## src/rtl/if_stage_prefetch_if.sv

```systemverilog
// Fetch-stage bundle: branch redirect, instruction-memory request/response and the ID-side valid/ready head.
// master = fetch stage view, slave = environment (EX/imem/ID) view.
interface if_stage_prefetch_if #(
    parameter int unsigned ADDR_W      = 32,
    parameter int unsigned INST_W      = 32,
    parameter int unsigned QUEUE_DEPTH = 4
);
    localparam int unsigned CNT_W = $clog2(QUEUE_DEPTH) + 1;

    logic              branch_taken;
    logic [ADDR_W-1:0] branch_addr;
    logic              imem_req;
    logic [ADDR_W-1:0] imem_addr;
    logic [INST_W-1:0] imem_rdata;
    logic              out_valid;
    logic              out_ready;
    logic [INST_W-1:0] instruction;
    logic [ADDR_W-1:0] pc;
    logic [CNT_W-1:0]  q_count;

    modport master (
        input  branch_taken, branch_addr, imem_rdata, out_ready,
        output imem_req, imem_addr, out_valid, instruction, pc, q_count
    );

    modport slave (
        output branch_taken, branch_addr, imem_rdata, out_ready,
        input  imem_req, imem_addr, out_valid, instruction, pc, q_count
    );
endinterface

```

## src/rtl/if_stage_prefetch.sv

```systemverilog
// Instruction fetch unit with a QUEUE_DEPTH-entry prefetch queue; optional IF_PERF_CNT_EN adds perf counters.
// Latency: 2 cycles from issue to out_valid; branch redirect delivers its target 3 cycles after branch_taken.
// Backpressure: out_ready=0 holds the head; requests stop once queued plus in-flight entries fill the queue.
module if_stage_prefetch #(
    parameter int unsigned       ADDR_W      = 32,
    parameter int unsigned       INST_W      = 32,
    parameter int unsigned       PC_STEP     = 4,
    parameter int unsigned       QUEUE_DEPTH = 4,
    parameter logic [ADDR_W-1:0] RESET_PC    = '0
) (
    input  logic        clk,
    input  logic        rst,
    if_stage_prefetch_if.master bus
`ifdef IF_PERF_CNT_EN
    ,
    output logic [31:0] perf_fetched,
    output logic [31:0] perf_flushed,
    output logic [31:0] perf_stall
`endif
);
    localparam int unsigned PTR_W = $clog2(QUEUE_DEPTH);
    localparam int unsigned CNT_W = PTR_W + 1;

    logic [ADDR_W-1:0] fetch_pc_q, fetch_pc_d;
    logic [ADDR_W-1:0] issued_addr_q, issued_addr_d;
    logic              inflight_q, inflight_d;
    logic [PTR_W-1:0]  rd_ptr_q, rd_ptr_d;
    logic [PTR_W-1:0]  wr_ptr_q, wr_ptr_d;
    logic [CNT_W-1:0]  count_q, count_d;
    logic [INST_W-1:0] inst_q [QUEUE_DEPTH];
    logic [INST_W-1:0] inst_d [QUEUE_DEPTH];
    logic [ADDR_W-1:0] pcq_q  [QUEUE_DEPTH];
    logic [ADDR_W-1:0] pcq_d  [QUEUE_DEPTH];

    logic              out_valid;
    logic              pop;
    logic              push;
    logic              issue;
    logic [CNT_W:0]    demand;

    assign out_valid = (count_q != '0);
    assign pop       = out_valid && bus.out_ready && !bus.branch_taken;
    assign push      = inflight_q && !bus.branch_taken;

    // Slots already promised: queued entries plus the outstanding response, minus the slot freed by this pop.
    assign demand = {1'b0, count_q} + (CNT_W+1)'(inflight_q) - (CNT_W+1)'(pop);
    assign issue  = rst && !bus.branch_taken && (demand < (CNT_W+1)'(QUEUE_DEPTH));

    assign bus.imem_req    = issue;
    assign bus.imem_addr   = fetch_pc_q;
    assign bus.out_valid   = out_valid;
    assign bus.instruction = inst_q[rd_ptr_q];
    assign bus.pc          = pcq_q[rd_ptr_q];
    assign bus.q_count     = count_q;

    always_comb begin
        fetch_pc_d    = fetch_pc_q;
        issued_addr_d = issued_addr_q;
        inflight_d    = 1'b0;
        rd_ptr_d      = rd_ptr_q;
        wr_ptr_d      = wr_ptr_q;
        count_d       = count_q;
        inst_d        = inst_q;
        pcq_d         = pcq_q;

        if (bus.branch_taken) begin
            // Redirect drops the queue, any pop, and the response landing this cycle.
            fetch_pc_d = bus.branch_addr;
            rd_ptr_d   = '0;
            wr_ptr_d   = '0;
            count_d    = '0;
        end else begin
            if (issue) begin
                fetch_pc_d    = fetch_pc_q + ADDR_W'(PC_STEP);
                issued_addr_d = fetch_pc_q;
                inflight_d    = 1'b1;
            end
            if (push) begin
                inst_d[wr_ptr_q] = bus.imem_rdata;
                pcq_d[wr_ptr_q]  = issued_addr_q + ADDR_W'(PC_STEP);
                wr_ptr_d         = wr_ptr_q + PTR_W'(1);
            end
            if (pop) begin
                rd_ptr_d = rd_ptr_q + PTR_W'(1);
            end
            count_d = count_q + CNT_W'(push) - CNT_W'(pop);
        end
    end

    always_ff @(posedge clk or negedge rst) begin
        if (!rst) begin
            fetch_pc_q    <= RESET_PC;
            issued_addr_q <= '0;
            inflight_q    <= 1'b0;
            rd_ptr_q      <= '0;
            wr_ptr_q      <= '0;
            count_q       <= '0;
            for (int i = 0; i < int'(QUEUE_DEPTH); i++) begin
                inst_q[i] <= '0;
                pcq_q[i]  <= '0;
            end
        end else begin
            fetch_pc_q    <= fetch_pc_d;
            issued_addr_q <= issued_addr_d;
            inflight_q    <= inflight_d;
            rd_ptr_q      <= rd_ptr_d;
            wr_ptr_q      <= wr_ptr_d;
            count_q       <= count_d;
            inst_q        <= inst_d;
            pcq_q         <= pcq_d;
        end
    end

`ifdef IF_PERF_CNT_EN
    logic [31:0] perf_fetched_q, perf_fetched_d;
    logic [31:0] perf_flushed_q, perf_flushed_d;
    logic [31:0] perf_stall_q,   perf_stall_d;

    always_comb begin
        perf_fetched_d = perf_fetched_q + 32'(issue);
        perf_flushed_d = perf_flushed_q;
        perf_stall_d   = perf_stall_q + 32'(out_valid && !bus.out_ready);
        if (bus.branch_taken) begin
            perf_flushed_d = perf_flushed_q + 32'(count_q) + 32'(inflight_q);
        end
    end

    always_ff @(posedge clk or negedge rst) begin
        if (!rst) begin
            perf_fetched_q <= '0;
            perf_flushed_q <= '0;
            perf_stall_q   <= '0;
        end else begin
            perf_fetched_q <= perf_fetched_d;
            perf_flushed_q <= perf_flushed_d;
            perf_stall_q   <= perf_stall_d;
        end
    end

    assign perf_fetched = perf_fetched_q;
    assign perf_flushed = perf_flushed_q;
    assign perf_stall   = perf_stall_q;
`endif

    // The issue rule reserves a slot for every outstanding response, so a push never meets a full queue.
    assert property (@(posedge clk) disable iff (!rst) push |-> (count_q < CNT_W'(QUEUE_DEPTH)));

endmodule
```

## src/flat_wrapper.sv

```systemverilog
// flat-port wrapper written by rule: the top's interface ports become plain ports
module if_stage_prefetch_flat 
#(
    parameter int unsigned       ADDR_W      = 32,
    parameter int unsigned       INST_W      = 32,
    parameter int unsigned       PC_STEP     = 4,
    parameter int unsigned       QUEUE_DEPTH = 4,
    parameter logic [ADDR_W-1:0] RESET_PC    = '0
)
  (clk, rst, bus_branch_taken, bus_branch_addr, bus_imem_rdata, bus_out_ready, bus_imem_req, bus_imem_addr, bus_out_valid, bus_instruction, bus_pc, bus_q_count);
  if_stage_prefetch_if #(.ADDR_W(ADDR_W), .INST_W(INST_W), .QUEUE_DEPTH(QUEUE_DEPTH)) bus_i ();
  input  logic clk;
  input  logic rst;
  input wire logic [$bits(bus_i.branch_taken)-1:0] bus_branch_taken;
  input wire logic [$bits(bus_i.branch_addr)-1:0] bus_branch_addr;
  input wire logic [$bits(bus_i.imem_rdata)-1:0] bus_imem_rdata;
  input wire logic [$bits(bus_i.out_ready)-1:0] bus_out_ready;
  output wire logic [$bits(bus_i.imem_req)-1:0] bus_imem_req;
  output wire logic [$bits(bus_i.imem_addr)-1:0] bus_imem_addr;
  output wire logic [$bits(bus_i.out_valid)-1:0] bus_out_valid;
  output wire logic [$bits(bus_i.instruction)-1:0] bus_instruction;
  output wire logic [$bits(bus_i.pc)-1:0] bus_pc;
  output wire logic [$bits(bus_i.q_count)-1:0] bus_q_count;
  assign bus_i.branch_taken = bus_branch_taken;
  assign bus_i.branch_addr = bus_branch_addr;
  assign bus_i.imem_rdata = bus_imem_rdata;
  assign bus_i.out_ready = bus_out_ready;
  assign bus_imem_req = bus_i.imem_req;
  assign bus_imem_addr = bus_i.imem_addr;
  assign bus_out_valid = bus_i.out_valid;
  assign bus_instruction = bus_i.instruction;
  assign bus_pc = bus_i.pc;
  assign bus_q_count = bus_i.q_count;
  if_stage_prefetch #(.ADDR_W(ADDR_W), .INST_W(INST_W), .PC_STEP(PC_STEP), .QUEUE_DEPTH(QUEUE_DEPTH), .RESET_PC(RESET_PC)) u_core (.clk(clk), .rst(rst), .bus(bus_i));
endmodule
```

## config.mk

```make
export PLATFORM = sky130hd
export DESIGN_NAME = if_stage_prefetch_flat
export DESIGN_NICKNAME = d
export VERILOG_FILES = /design/src/rtl/if_stage_prefetch_if.sv /design/src/rtl/if_stage_prefetch.sv /design/src/flat_wrapper.sv
export SDC_FILE = /design/constraint.sdc
export NUM_CORES = 1
export LEC_CHECK = 0
export CORE_UTILIZATION = 40
export DETAILED_ROUTE_END_ITERATION = 12
export GPL_TIMING_DRIVEN = 0
export HOLD_SLACK_MARGIN = 0.06
export SLEW_MARGIN = 20
export SYNTH_ARGS = -nofsm -noshare
export SYNTH_HDL_FRONTEND = slang
export SYNTH_SLANG_ARGS = --single-unit
```

## constraint.sdc

```tcl
create_clock -name clk -period 3.8 [get_ports clk]
set_input_delay 0.38 -clock clk [delete_from_list [all_inputs] [get_ports clk]]
set_output_delay 0.38 -clock clk [all_outputs]
set_load 0.005 [all_outputs]
```

=== After elaboration in Yosys (flattened, before gate mapping) ===
Index checks and enable logic that the tools add are counted.

* Bits in registers: 328
* Input port bits: 68
* Logic and storage cells: 61
* Output and inout port bits: 101

* Order comparisons: 4
* Bitwise operators: 3
* $add $sub $neg: 8
* Mux-type cells: 19
* Reductions and logical operators: 13

{| class="wikitable"
|+ Operators by type and width
! kind !! number
|-
| bitwise mux 128 bit || 2
|-
| two-way mux 32 bit || 7
|-
| binary-select mux 32 bit (select 2 bit) || 2
|-
| adder 32 x 3 -> 32 bit, second input constant || 2
|-
| demux 32 bit (select 2 bit) || 1
|-
| two-way mux 2 bit || 4
|-
| greater-or-equal comparator 3 bit, second input constant || 2
|-
| logical AND 1 bit || 6
|-
| NOT 2 -> 3 bit || 2
|-
| nonzero test 2 bit || 3
|-
| adder 2 x 1 -> 2 bit, second input constant || 2
|-
| adder 3 x 1 -> 4 bit || 1
|-
| < comparator 4 x 3 -> 1 bit, second input constant || 1
|-
| AND reduction 2 bit || 2
|-
| subtractor 4 x 1 -> 4 bit || 1
|-
| adder 3 x 1 -> 3 bit || 1
|-
| < comparator 3 x 1 -> 1 bit, second input constant || 1
|-
| two-way mux 3 bit || 1
|-
| nonzero test 3 bit || 1
|-
| subtractor 3 x 1 -> 3 bit || 1
|-
| two-way mux 1 bit || 2
|-
| logical NOT 1 bit || 1
|-
| NOT 1 bit || 1
|}

=== Depth between registers and ports, before layout ===
* Depth after elaboration: 8
* Mapped depth: 14
* Gate-level depth less buffers: 12

=== Least setup slack after synthesis ===
Ideal clock, no wire load.

* Path type: input to register
* From: input port bus_branch_taken
* To: register u_core.issued_addr_q[22]
* Path slack: 279 ps
* Data required time: 3,675 ps
* Arrival time: 3,396 ps
* Library setup time: 125 ps
* Cell stages on the path: 13
* Path buffers: 4
* Cells stage by stage: clkbuf_1 > buf_1 > buf_1 > nor2_1 > ha_1 > inv_1 > ha_1 > and3b_4 > nor4_2 > o21ai_2 > nor2_4 > buf_6 > mux2_2

* Cells in the longest elaborated chain, start to end: 6
* Elaborated cells on any way between the ends: 8
* Classes of those cells: add/sub (1); order compare (1); bitwise (1); reduce/logical (5)

{| class="wikitable"
|+ Ends and longest elaborated chain
! element !! RTL line !! text
|-
| from (decl) || flat_wrapper.sv:14 || <nowiki>input wire logic [$bits(bus_i.branch_taken)-1:0] bus_branch_taken;</nowiki>
|-
| logical NOT 1 bit (*) || if_stage_prefetch.sv:42, if_stage_prefetch.sv:47 ||
|-
| logical AND 1 bit || if_stage_prefetch.sv:42 || <nowiki>assign pop = out_valid && bus.out_ready && !bus.branch_taken;</nowiki>
|-
| subtractor 4 x 1 -> 4 bit || if_stage_prefetch.sv:46 || <nowiki>assign demand = {1'b0, count_q} + (CNT_W+1)'(inflight_q) - (CNT_W+1)'(pop);</nowiki>
|-
| < comparator 4 x 3 -> 1 bit || if_stage_prefetch.sv:47 || <nowiki>assign issue = rst && !bus.branch_taken && (demand < (CNT_W+1)'(QUEUE_DEPTH));</nowiki>
|-
| logical AND 1 bit (*) || if_stage_prefetch.sv:47 ||
|-
| net bus_imem_req || flat_wrapper.sv:18 || <nowiki>output wire logic [$bits(bus_i.imem_req)-1:0] bus_imem_req;</nowiki>
|-
| AND reduction 2 bit (no line) (*) || n/a ||
|-
| to (signal assigned) || if_stage_prefetch.sv:104 || <nowiki>issued_addr_q <= issued_addr_d;</nowiki>
|-
| to (decl) || if_stage_prefetch.sv:25 || <nowiki>logic [ADDR_W-1:0] issued_addr_q, issued_addr_d;</nowiki>
|}

The timed path passes the listed nets; every way through them passes the cells marked *.
A chain may end at the register's enable or synchronous reset.

=== Worst setup path after layout ===
* From: register u_core.rd_ptr_q[0]
* To: output port bus_instruction[29]

* Cells in the longest elaborated chain, start to end: 4

{| class="wikitable"
|+ Ends and longest elaborated chain
! element !! RTL line !! text
|-
| from (decl) || if_stage_prefetch.sv:27 || <nowiki>logic [PTR_W-1:0] rd_ptr_q, rd_ptr_d;</nowiki>
|-
| from (signal assigned) || if_stage_prefetch.sv:106 || <nowiki>rd_ptr_q <= rd_ptr_d;</nowiki>
|-
| NOT 2 -> 3 bit (implied by the code) || if_stage_prefetch.sv:52 || <nowiki>assign bus.instruction = inst_q[rd_ptr_q];</nowiki>
|-
| binary-select mux 32 bit (select 2 bit) || if_stage_prefetch.sv:52 ||
|-
| two-way mux 32 bit (implied by the code) (2 in series) || if_stage_prefetch.sv:52 ||
|-
| to (decl) || flat_wrapper.sv:21 || <nowiki>output wire logic [$bits(bus_i.instruction)-1:0] bus_instruction;</nowiki>
|}

Every way passes these cells. The select of a mux whose other input is x is not followed.

==> flow_summary.ini <==
[synth]
syn_inst = 1172
ys_warn_count = 0
synth_area_mm2 = 0.0150
synth_simple_gate_area_share_pct = 8.56
synth.mux.area_fraction_pct = 23.0
yosysSeqAreaShare_pct = 54.9
synth.distinct_cells = 44
synthAdderAreaFrac_pct = 0.970
synth_nets = 1251
synth-seq-cells = 328
synth_edf_count = 0
async_flop_share_pct = 100
syn_area_per_cell_um2 = 12.8
ys.flop_type = dfrtp_1
synth_compound_area_share_pct = 7.16
yosys.area_share.xor_xnor_pct = 2.93
synth_top_family_by_area = multiplexers

[clocking]
htree_levels = 2
clkSlewWorstSetupHoldPaths_ps = 60
cts_buffers = 38
cts_num_sinks = 328
clockRootBuffer = clkbuf_16
clockBufferDepth = 3
clk_latency_ps = 530
cts_tree = yes

[detailed_routing]
drc = 0
dr_total_vias = 10100
drt-total-wl_um = 37000
via_per_inst = 5.38
final_antenna_net_count = 0
wl_per_cell_um = 19.6
dr.pass1.iters = 5
drt_iter0_drc = 574

[floorplanning]
ios = 169
core-area_mm2 = 0.0367
rows = 70
initial_core_util_pct = 40.8
die_x_um = 195
fp.dieArea_mm2 = 0.0382
die_y_um = 195

[layout]
areaGrowthSynthToFinish_pct = 25.7
drive_gt1_share_pct = 24.3
layoutNonFillerInstCount = 1885
diodes = 0
nets = 1466

[sta]
min_period_ps = 3470
slew_violations = 0
fin_crit_sh_pct = 91.4
hold_violations = 0
rsz0062_at_grt = no
max_freq_mhz = 288
fin_worst_skew_ps = 19.4
setup_violations = 0
slew_headroom_pct = 40.1
worst_slew_pin_slew_ps = 899

[global_routing]
grt_util_met3_pct = 3.39
globalRouteMet1Util_pct = 27.2
groute.usage.overall_pct = 19.9
met2_usage_pct = 32.7
busiest_layer = met2
grt_antenna_before_repair = 0
grt_pass1_vias = 10600
grt_first_pass_wirelength_um = 59400
grt_overflow = 0
grt_max_degree = 101

[power_and_ir_drop]
power.clock.fraction_pct = 29.6
power.switching_mw = 3.94
finalPower_mw = 13.5
p_seq_share_pct = 38.2
power.internal_mw = 9.59
ir_worst_vdd_uv = 278
switching_share_pct = 29.1
leakage_nw = 8.01
p_per_area_mw_per_mm2 = 719
power_frac_comb_pct = 32.3

[worst_setup_path]
r2r_start = u_core.bus.q_count[0]
crit_arrival_ps = 3090
critPathRequiredTime_ps = 3420
cp-end-kind = output port
start_kind = flip-flop
cp_max_fo = 10
crit_start = u_core.rd_ptr_q[0]
crit_type = flip-flop to output port

[run]
maxCapViolCount = 0

[placed_design]
placedCellCount = 1811
globalplace.congestion = 0.905
port_buffers = 167
hpwl_um = 26000

[worst_hold_path]
hold_class = primary input to async pin

[status]
status = completed
==> cells by family after synthesis <==
| family | after synthesis |
|---|---|
| AO/OA/AOI/OAI | 175 |
| XOR/XNOR | 50 |
| adder cells (fa/ha/maj) | 11 |
| buffers and inverters | 88 |
| flip-flops | 328 |
| multiplexers | 242 |
| AND/OR/NAND/NOR | 278 |
==> critical path, cell delays in order, from the launching register on <==
cell and delay (ps):
dfrtp_1 440, buf_2 370, buf_1 680, mux4_2 620
clkdlybuf4s50_1 460
==> cell type report <==
| cell class | instances | area [µm²] |
|---|---|---|
| buffer | 73 | 320 |
| fill | 3211 | 17900 |
| clock buffer | 55 | 1180 |
| clock inverter | 15 | 228 |
| multi-input combinational | 756 | 6400 |
| inverter | 13 | 48.8 |
| tap | 468 | 586 |
| sequential | 328 | 8210 |
| timing repair buffer | 177 | 1840 |
==> metal layers <==
layer  vias up  part of all wire, %
met5         -                    0
met4         0                  1.6
met3        41                  4.4
met2       237                   48
met1      5198                   46
li1       4661                    -
==> final timing paths <==
kind / endpoint / slack (ps) / cells after the start
max in group asynchronous: u_core.inst_q[46] / 2170 / 5
max reg2reg: u_core.bus.imem_addr[31] / 660 / 14
min in group clk: u_core.bus.imem_addr[26] / 420 / 3
min: u_core.bus.imem_addr[6] / 280 / 2
max: bus_instruction[29] / 330 / 4
min reg2reg: u_core.pcq_q[114] / 480 / 2
==> cells in the final DEF (no fill, tap or decap), types with 6 or more instances in the layout <==
| cell type | synthesis | layout |
|---|---|---|
| buf_2 | 6 | 7 |
| a221o_1 | 8 | 8 |
| a211oi_1 | 7 | 7 |
| xor2_1 | 29 | 29 |
| clkinv_2 | 0 | 8 |
| clkbuf_16 | 0 | 41 |
| bufinv_16 | 0 | 6 |
| nand3_1 | 22 | 21 |
| clkbuf_8 | 0 | 10 |
| ha_1 | 10 | 9 |
| nor3b_1 | 9 | 9 |
| buf_1 | 11 | 9 |
| dfrtp_1 | 328 | 328 |
| mux4_2 | 64 | 64 |
| and3_1 | 10 | 10 |
| nor2_1 | 27 | 27 |
| clkdlybuf4s50_1 | 0 | 165 |
| nand4_1 | 21 | 21 |
| clkbuf_1 | 53 | 56 |
| mux2_2 | 174 | 174 |
| nand2_1 | 161 | 161 |
| nor3_1 | 7 | 7 |
| xnor2_1 | 21 | 21 |
| inv_1 | 13 | 13 |
| o21ai_0 | 134 | 134 |
| a2111oi_2 | 8 | 8 |
==> cells in the mapped netlist, types with 2 or more instances <==
cell type  instances  area share (%)
a211oi_1           7            0.35
buf_6              5            0.38
mux2_2           174              13
nor3_1             7            0.23
clkbuf_1          53             1.3
a2111oi_2          8            0.80
nand4_1           21            0.88
nor3b_1            9            0.45
buf_2              6            0.20
xnor2_1           21             1.2
mux2i_1            4            0.27
o2111ai_1          5            0.29
nor2_1            27            0.68
buf_1             11            0.28
or3_1              3            0.13
o21ai_0          134             4.5
a21oi_1            2           0.067
dfrtp_1          328              55
o211ai_1           4            0.20
nand3_1           22            0.74
and3_1            10            0.42
inv_1             13            0.33
nand2_1          161             4.0
and4_1             5            0.29
ha_1              10            0.84
and2_1             2           0.084
mux4_2            64             9.6
o21ai_2            2            0.12
a221o_1            8            0.54
xor2_1            29             1.7
nor2b_1            4            0.17
==> power by group through the flow <==
stage                     combinational, mW  clock (mW)  sequential, mW
after floorplan                        2.54           0            4.99
after global placement                 4.33           0            5.18
after detailed placement               4.40           0            5.21
after CTS                              4.45        4.08            5.15
after global routing                   4.77        4.22            5.29
final                                  4.37        4.00            5.16
==> per-stage QoR <==
step                      utilization [%]   TNS, ps  hold slack, ps  setup WS, ps  instance area [µm²]
after floorplan                         -         0            84.4           279                15000
after global placement               46.9  -4613870             456        -12040                17200
after detailed placement             47.2    -34420             224         -1260                17300
after CTS                            51.2         0             264          5.39                18800
after global routing                 51.2         0             295          79.4                18800
final                                51.2         0             277           329                18800
==> timing repair <==
action | CTS | global route
endpoints found under the hold margin | 74 | 0
setup endpoints to repair | 33 | 1
cloned | 0 | 0
hold buffers | 1 | 0
gates resized for setup | 6 | 1
buffers inserted | 5 | 0
pin swaps | 2 | 0
==> sequential cells by signal, indices dropped and copies added (netlist names) <==
register / count
u_core.inst_q: 128
u_core.pcq_q: 128
u_core.bus.imem_addr: 32
u_core.issued_addr_q: 32
u_core.bus.q_count: 3
u_core.rd_ptr_q: 2
u_core.wr_ptr_q: 2
u_core.inflight_q: 1
No activity file was read; power rests on OpenSTA's default activity.
